==> config.mk <==
export PLATFORM = sky130hd
export DESIGN_NAME = stream_mux_n_flat
export DESIGN_NICKNAME = d
export VERILOG_FILES = /design/src/rtl/stream_mux_n_if.sv /design/src/rtl/stream_mux_n.sv /design/src/flat_wrapper.sv
export SDC_FILE = /design/constraint.sdc
export NUM_CORES = 1
export LEC_CHECK = 0
export ABC_AREA = 1
export BUFFER_PORTS_ARGS = -buffer_cell sky130_fd_sc_hd__buf_2
export CORE_AREA = 2 2 47 49
export CTS_CLUSTER_DIAMETER = 30
export DETAILED_ROUTE_END_ITERATION = 8
export DIE_AREA = 0 0 49 51
export PLACE_DENSITY = 0.87
export SETUP_SLACK_MARGIN = 0.05
export SLEW_MARGIN = 5
export SYNTH_ARGS = -nofsm -noshare
export SYNTH_HDL_FRONTEND = slang
export SYNTH_SLANG_ARGS = --single-unit
export TNS_END_PERCENT = 100
==> constraint.sdc <==
create_clock -name clk -period 1.9 [get_ports clk]
set_input_delay 0 -clock clk [delete_from_list [all_inputs] [get_ports clk]]
set_output_delay 0 -clock clk [all_outputs]
set_load 0.005 [all_outputs]
==> src/rtl/stream_mux_n_if.sv <==
// Handshake bundle for stream_mux_n: N_CH parallel producer channels plus one registered output stream.
// master = the side that drives producers and the downstream ready; slave = the mux itself.
interface stream_mux_n_if #(
    parameter int N_CH  = 4,
    parameter int WIDTH = 8,
    parameter int SELW  = $clog2(N_CH)
);
    logic [N_CH-1:0]       in_valid;
    logic [N_CH*WIDTH-1:0] in_data;
    logic [N_CH-1:0]       in_ready;
    logic [SELW-1:0]       sel;
    logic                  mode;
    logic                  out_valid;
    logic [WIDTH-1:0]      out_data;
    logic [SELW-1:0]       out_chan;
    logic                  out_ready;

    modport master (
        output in_valid, in_data, sel, mode, out_ready,
        input  in_ready, out_valid, out_data, out_chan
    );

    modport slave (
        input  in_valid, in_data, sel, mode, out_ready,
        output in_ready, out_valid, out_data, out_chan
    );
endinterface

==> src/rtl/stream_mux_n.sv <==
// N-channel registered stream mux, fixed-select or round-robin (round-robin only with STREAM_MUX_RR_EN).
// Latency: 1 cycle from acceptance to out_data; throughput 1 word/cycle.
// Backpressure: output word holds while out_valid && !out_ready; all in_ready drop until it drains.
module stream_mux_n #(
    parameter int  N_CH  = 4,
    parameter int  WIDTH = 8,
    localparam int SELW  = $clog2(N_CH)
) (
    input  logic          clk,
    input  logic          rst_n,
    stream_mux_n_if.slave bus
);

    logic             out_valid_q, out_valid_d;
    logic [WIDTH-1:0] out_data_q, out_data_d;
    logic [SELW-1:0]  out_chan_q, out_chan_d;

    logic             fix_vld;
    logic             gnt_vld;
    logic [SELW-1:0]  gnt_idx;
    logic             load_en;
    logic [WIDTH-1:0] gnt_data;

    // Loop compare instead of in_valid[sel] so an out-of-range sel can never grant.
    always_comb begin
        fix_vld = 1'b0;
        for (int i = 0; i < N_CH; i++) begin
            if (bus.sel == SELW'(i) && bus.in_valid[i]) fix_vld = 1'b1;
        end
    end

`ifdef STREAM_MUX_RR_EN
    logic [SELW-1:0] last_q, last_d;
    logic            rr_vld;
    logic [SELW-1:0] rr_idx;
    int              dist;
    int              best;

    // Winner is the valid channel at the smallest distance past the last winner.
    always_comb begin
        rr_vld = 1'b0;
        rr_idx = '0;
        best   = N_CH;
        dist   = 0;
        for (int i = 0; i < N_CH; i++) begin
            dist = (i + N_CH - 1 - int'(last_q)) % N_CH;
            if (bus.in_valid[i] && dist < best) begin
                best   = dist;
                rr_vld = 1'b1;
                rr_idx = SELW'(i);
            end
        end
    end

    always_comb begin
        gnt_vld = bus.mode ? rr_vld : fix_vld;
        gnt_idx = bus.mode ? rr_idx : bus.sel;
    end

    always_comb begin
        last_d = last_q;
        if (load_en && bus.mode) last_d = gnt_idx;
    end

    always_ff @(posedge clk or negedge rst_n) begin
        if (!rst_n) begin
            last_q <= SELW'(N_CH - 1);
        end else begin
            last_q <= last_d;
        end
    end
`else
    logic unused_mode;
    assign unused_mode = bus.mode;

    always_comb begin
        gnt_vld = fix_vld;
        gnt_idx = bus.sel;
    end
`endif

    assign load_en = (!out_valid_q || bus.out_ready) && gnt_vld;

    always_comb begin
        bus.in_ready = '0;
        gnt_data     = '0;
        for (int i = 0; i < N_CH; i++) begin
            if (gnt_idx == SELW'(i)) begin
                bus.in_ready[i] = load_en;
                gnt_data        = bus.in_data[i*WIDTH +: WIDTH];
            end
        end
    end

    always_comb begin
        out_valid_d = out_valid_q;
        out_data_d  = out_data_q;
        out_chan_d  = out_chan_q;
        if (load_en) begin
            out_valid_d = 1'b1;
            out_data_d  = gnt_data;
            out_chan_d  = gnt_idx;
        end else if (bus.out_ready) begin
            out_valid_d = 1'b0;
        end
    end

    always_ff @(posedge clk or negedge rst_n) begin
        if (!rst_n) begin
            out_valid_q <= 1'b0;
            out_data_q  <= '0;
            out_chan_q  <= '0;
        end else begin
            out_valid_q <= out_valid_d;
            out_data_q  <= out_data_d;
            out_chan_q  <= out_chan_d;
        end
    end

    assign bus.out_valid = out_valid_q;
    assign bus.out_data  = out_data_q;
    assign bus.out_chan  = out_chan_q;

endmodule
==> src/flat_wrapper.sv <==
// flat-port wrapper written by rule: the top's interface ports become plain ports
module stream_mux_n_flat 
#(
    parameter int  N_CH  = 4,
    parameter int  WIDTH = 8,
    localparam int SELW  = $clog2(N_CH)
)
  (clk, rst_n, bus_in_valid, bus_in_data, bus_sel, bus_mode, bus_out_ready, bus_in_ready, bus_out_valid, bus_out_data, bus_out_chan);
  stream_mux_n_if #(.N_CH(N_CH), .WIDTH(WIDTH)) bus_i ();
  input  logic clk;
  input  logic rst_n;
  input wire logic [$bits(bus_i.in_valid)-1:0] bus_in_valid;
  input wire logic [$bits(bus_i.in_data)-1:0] bus_in_data;
  input wire logic [$bits(bus_i.sel)-1:0] bus_sel;
  input wire logic [$bits(bus_i.mode)-1:0] bus_mode;
  input wire logic [$bits(bus_i.out_ready)-1:0] bus_out_ready;
  output wire logic [$bits(bus_i.in_ready)-1:0] bus_in_ready;
  output wire logic [$bits(bus_i.out_valid)-1:0] bus_out_valid;
  output wire logic [$bits(bus_i.out_data)-1:0] bus_out_data;
  output wire logic [$bits(bus_i.out_chan)-1:0] bus_out_chan;
  assign bus_i.in_valid = bus_in_valid;
  assign bus_i.in_data = bus_in_data;
  assign bus_i.sel = bus_sel;
  assign bus_i.mode = bus_mode;
  assign bus_i.out_ready = bus_out_ready;
  assign bus_in_ready = bus_i.in_ready;
  assign bus_out_valid = bus_i.out_valid;
  assign bus_out_data = bus_i.out_data;
  assign bus_out_chan = bus_i.out_chan;
  stream_mux_n #(.N_CH(N_CH), .WIDTH(WIDTH)) u_core (.clk(clk), .rst_n(rst_n), .bus(bus_i));
endmodule
* Word-level counts from Yosys, hierarchy flattened
Index checks and enable logic that the tools add are counted.
** Word-level totals
- Bits in registers :: 11
- Bits of input ports :: 42
- Output and inout bits :: 15
- Logic and storage cells :: 29
** Cells by class
- Equality and inequality tests :: 3
- Muxes and demuxes :: 14
- Reduce and logical (&&, ||, !) cells :: 9
** Operator list (number)
- $mux W8 :: 4
- $mux W1 :: 10
- $logic_and A1 B1 Y1 :: 5
- $eq A2 B2 Y1 const B :: 2
- $eq A2 B1 Y1 const B :: 1
- $logic_not A2 Y1 :: 1
- $reduce_bool A2 Y1 :: 1
- $logic_not A1 Y1 :: 1
- $logic_or A1 B1 Y1 :: 1

* Depth between registers and ports, before layout
- Word-level depth :: 8
- Depth in mapped cells :: 8
- Gate-level depth less buffers :: 7

* Least setup slack after synthesis
No wires, ideal clock.
- Path kind :: reg2reg
- Start point :: register u_core.out_valid_q, in the netlist u_core.bus.out_valid
- End point :: register u_core.out_data_q[0], in the netlist u_core.bus.out_data[0]
- Data arrival time :: 1.062 ns
- Slack :: 0.773 ns
- Cell stages (with the launch flop) :: 8
- Path buffers :: 1
- Period minus slack after synthesis :: 1.127 ns
- Cell sequence :: dfrtp_1 inv_1 nor2_2 inv_1 o21ai_4 buf_8 nand2_2 nand2_1
** On the way
- Word-level cells in the longest chain between the ends :: 3
** Ends and longest elaborated chain
- from (decl) :: RTL line stream_mux_n.sv:14 : logic out_valid_q, out_valid_d;
- from (signal assigned) :: RTL line stream_mux_n.sv:114 : out_valid_q <= out_valid_d;
- $logic_not A1 Y1 :: RTL line stream_mux_n.sv:82 : assign load_en = (!out_valid_q || bus.out_ready) && gnt_vld;
- $logic_or A1 B1 Y1 :: RTL line stream_mux_n.sv:82
- $logic_and A1 B1 Y1 :: RTL line stream_mux_n.sv:82
- to (signal assigned) :: RTL line stream_mux_n.sv:115 : out_data_q <= out_data_d;
- to (decl) :: RTL line stream_mux_n.sv:15 : logic [WIDTH-1:0] out_data_q, out_data_d;
No other way between the ends.
A chain may end at the register's enable or synchronous reset.

* Worst setup path after layout
- Start point :: register u_core.out_valid_q, in the netlist u_core.bus.out_valid
- End point :: output port bus_in_ready[0]
** On the way
- Word-level cells in the longest chain between the ends :: 4
** Ends and longest elaborated chain
- $logic_not A1 Y1 :: RTL line stream_mux_n.sv:82
- $logic_or A1 B1 Y1 :: RTL line stream_mux_n.sv:82
- $logic_and A1 B1 Y1 :: RTL line stream_mux_n.sv:82
- $mux W1 :: RTL line stream_mux_n.sv:88 : if (gnt_idx == SELW'(i)) begin
- to (decl) :: RTL line flat_wrapper.sv:17 : output wire logic [$bits(bus_i.in_ready)-1:0] bus_in_ready;
No other way between the ends.

==> out/qor.csv <==
stage,metric,value,unit
yosys,netlist_area,827.0,µm²
yosys,synth.avg_cell_area,7.384,µm²
yosys,synth_area_leaders,"dfrtp_1, nand2_1, nand2_2",
clock_tree,clk_path_buf_depth,2,
timing,hold_slack,0.05036,ns
power,p_sw_share,33.31,%
place,place_inst,192,
run_status,outcome,"finished, final reports clean",
power,finalPower,0.0007363,W
power,intPower,0.0004910,W
timing,rsz0062_at_grt,false,
floorplan,die_w,49,µm
floorplan,rows,17,
clock_tree,clk_latency,0.26,ns
timing,maxSlewViolCount,0,
worst_setup_path,cp_max_fo,12,
power,clockPowerShare,20.8,%
clock_tree,htreeDepth,1,
clock_tree,post-cts-setup-buffer-count,0,
floorplan,boundaryPins,57,
yosys,yosys_warnings,0,
clock_tree,clk_pin_slew,0.06,ns
global_routing,grt_pass1_wl,3463,µm
floorplan,design.die.area,0.002499,mm²
route,drt-met1-wl,909,µm
cells_and_area,drive_above_1_share,49.11,%
timing,tightest_slew,0.4797,ns
route,ant_nets,0,
route,vias,910,
power,switchingPower,0.0002453,W
power,seq_power_share,43.2,%
global_routing,grt_usage,18.36,%
worst_setup_path,path_class,flip-flop to output port,
clock_tree,cts_tree,built,
timing,skew,0.0003384,ns
worst_setup_path,start_kind,flip-flop,
timing,setup_viol_count_final,0,
cells_and_area,instances_no_fill,197,
global_routing,grt_overflow,0,
route,wl_met2,1010,µm
timing,fin_tns_setup,0,ns
yosys,syn_inst,112,
cells_and_area,syn_to_final_growth,37.37,%
floorplan,die_y,51,µm
route,wl,2066,µm
place,portBuffers,55,
yosys,seq_area_frac_synth,33.28,%
floorplan,coreArea,0.002063,mm²
floorplan,initial_core_util,40.08,%
power,power.static_leakage,0.6527,nW
yosys,ys_seq_elements,11,
route,routed.top_layer,met4,
place,routabilityCongestion,0.8598,
timing,period_needed,1.431,ns
timing,slew_headroom,67.90,%
route,route.met3.wl,107,µm
route,viasPerCell,4.619,
worst_setup_path,crit_path_end_kind,output port,
global_routing,grt_max_degree,13,
power,ir_drop,0.2473,mV
global_routing,antenna_found_initial,0,
yosys,synth_top_cell_area_share,33.28,%
route,post_drt_wl_per_cell,10.49,µm
place,hpwl,1737,µm
worst_setup_path,arrival,1.43,ns
cells_and_area,layout.nets,212,
clock_tree,cts_buffers,3,
clock_tree,cts_root_buf,clkbuf_4,
yosys,ys_types,17,
job,maxCapViolations,0,
route,dr.pass1.iters,4,
clock_tree,clock_sinks,11,
cells_and_area,utilization,55.06,%
yosys,synth_nets,154,
timing,fmax,698.9,MHz
timing,fin_crit_sh,75.30,%
global_routing,grt_pass1_vias,841,
yosys,yosysTopAreaCell,dfrtp_1,
power,comb_power_share,35.9,%
timing,hold_viol_final,0,
worst_setup_path,cp_data_required_time,1.90,ns
route,drc,0,
worst_setup_path,r2r_slack,0.66,ns
route,drt_iter0_drc,14,
hold_path,hold_class,input pin to flip-flop,
cells_and_area,antennaDiodeCount,0,
power,power_density,648.1,mW/mm²
-- worst max-delay path, stage by stage, from the launching register on --
cell,delay (ns)
dfrtp_1,0.35
inv_1,0.05
nor2_2,0.21
inv_1,0.16
o21ai_4,0.22
nor2_2,0.05
buf_2,0.13
-- sequential cells by signal, summed over array words and instances, names as in the netlist --
signal	cells
u_core.bus.out_data	8
u_core.bus.out_valid	1
u_core.bus.out_chan	2
-- area by class of cell --
class	count	area (µm²)
fill	221	927.1
multi-input combinational	90	481.7
timing repair buffer	56	285.3
sequential	11	275.3
tap	28	35.03
inverter	8	32.53
clock buffer	4	26.28
-- stage by stage --
step | cell area, µm² | worst slack [ns]
floorplan | 827.0 | 0.7728
detailed placement | 1100 | 0.6745
global route | 1136 | 0.3504
global placement | 1100 | 0.7345
finish | 1136 | 0.4692
CTS | 1136 | 0.4545
-- cell families (layout without fill, tap and decap cells) --
group	after synthesis	after routing	synth area share, %
AOI/OAI and AO/OA	1	1	1.967
and+or+nand+nor	89	89	56.28
DFF	11	11	33.28
buffers and inverters	11	68	8.472
-- Yosys cell counts --
library cell and instances:
nand2_2 8, o21ai_4 1, dfrtp_1 11, buf_6 2, nor2_4 1, nor2_8 2, nand3_1 3, nand3_2 2
nand2_1 55, inv_2 2, nand4_1 8, nand2_4 3, nor2_1 2, nor2_2 5, inv_4 1, inv_1 5
buf_8 1
-- worst paths after layout --
check / start / end / depth (start not counted)
max in group asynchronous: rst_n / u_core.bus.out_data[3] / 2
setup / recovery: u_core.bus.out_valid / bus_in_ready[0] / 6
setup reg to reg: u_core.bus.out_valid / u_core.bus.out_data[1] / 6
min in group asynchronous: rst_n / u_core.bus.out_chan[1] / 2
hold / removal: bus_in_data[21] / u_core.bus.out_data[5] / 5
hold reg to reg: u_core.bus.out_data[1] / u_core.bus.out_data[1] / 2
-- cell usage in the layout (no fill, tap or decap) --
cell type	n
nand2_1	55
clkbuf_4	3
inv_4	1
clkbuf_1	1
inv_1	5
nand3_1	3
nor2_8	2
nor2_1	2
o21ai_4	1
dfrtp_1	11
nand3_2	2
dlygate4sd3_1	1
nor2_2	5
nand4_1	8
nand2_4	3
nor2_4	1
buf_2	55
nand2_2	8
inv_2	2
-- per-layer routing --
metal | GRT usage [%] | up-vias
li1 | - | 465
met4 | 12.86 | 0
met1 | 21.96 | 400
met2 | 30.82 | 41
met3 | 2.339 | 4
met5 | 0 | -
-- power by group through the flow --
stage	Sequential (W)	Clock (W)	Combinational [W]
floorplan	0.000327	0	0.000150
global placement	0.000321	0	0.000258
detailed placement	0.000323	0	0.000266
CTS	0.000319	0.000159	0.000269
global route	0.000327	0.000172	0.000299
finish	0.000318	0.000154	0.000265
-- what timing repair did --
item / CTS / global route
hold buffers: 1 / 0
gates resized for setup: 0 / 0
endpoints found under the hold margin: 11 / 0
(Power assumes the default switching activity.)
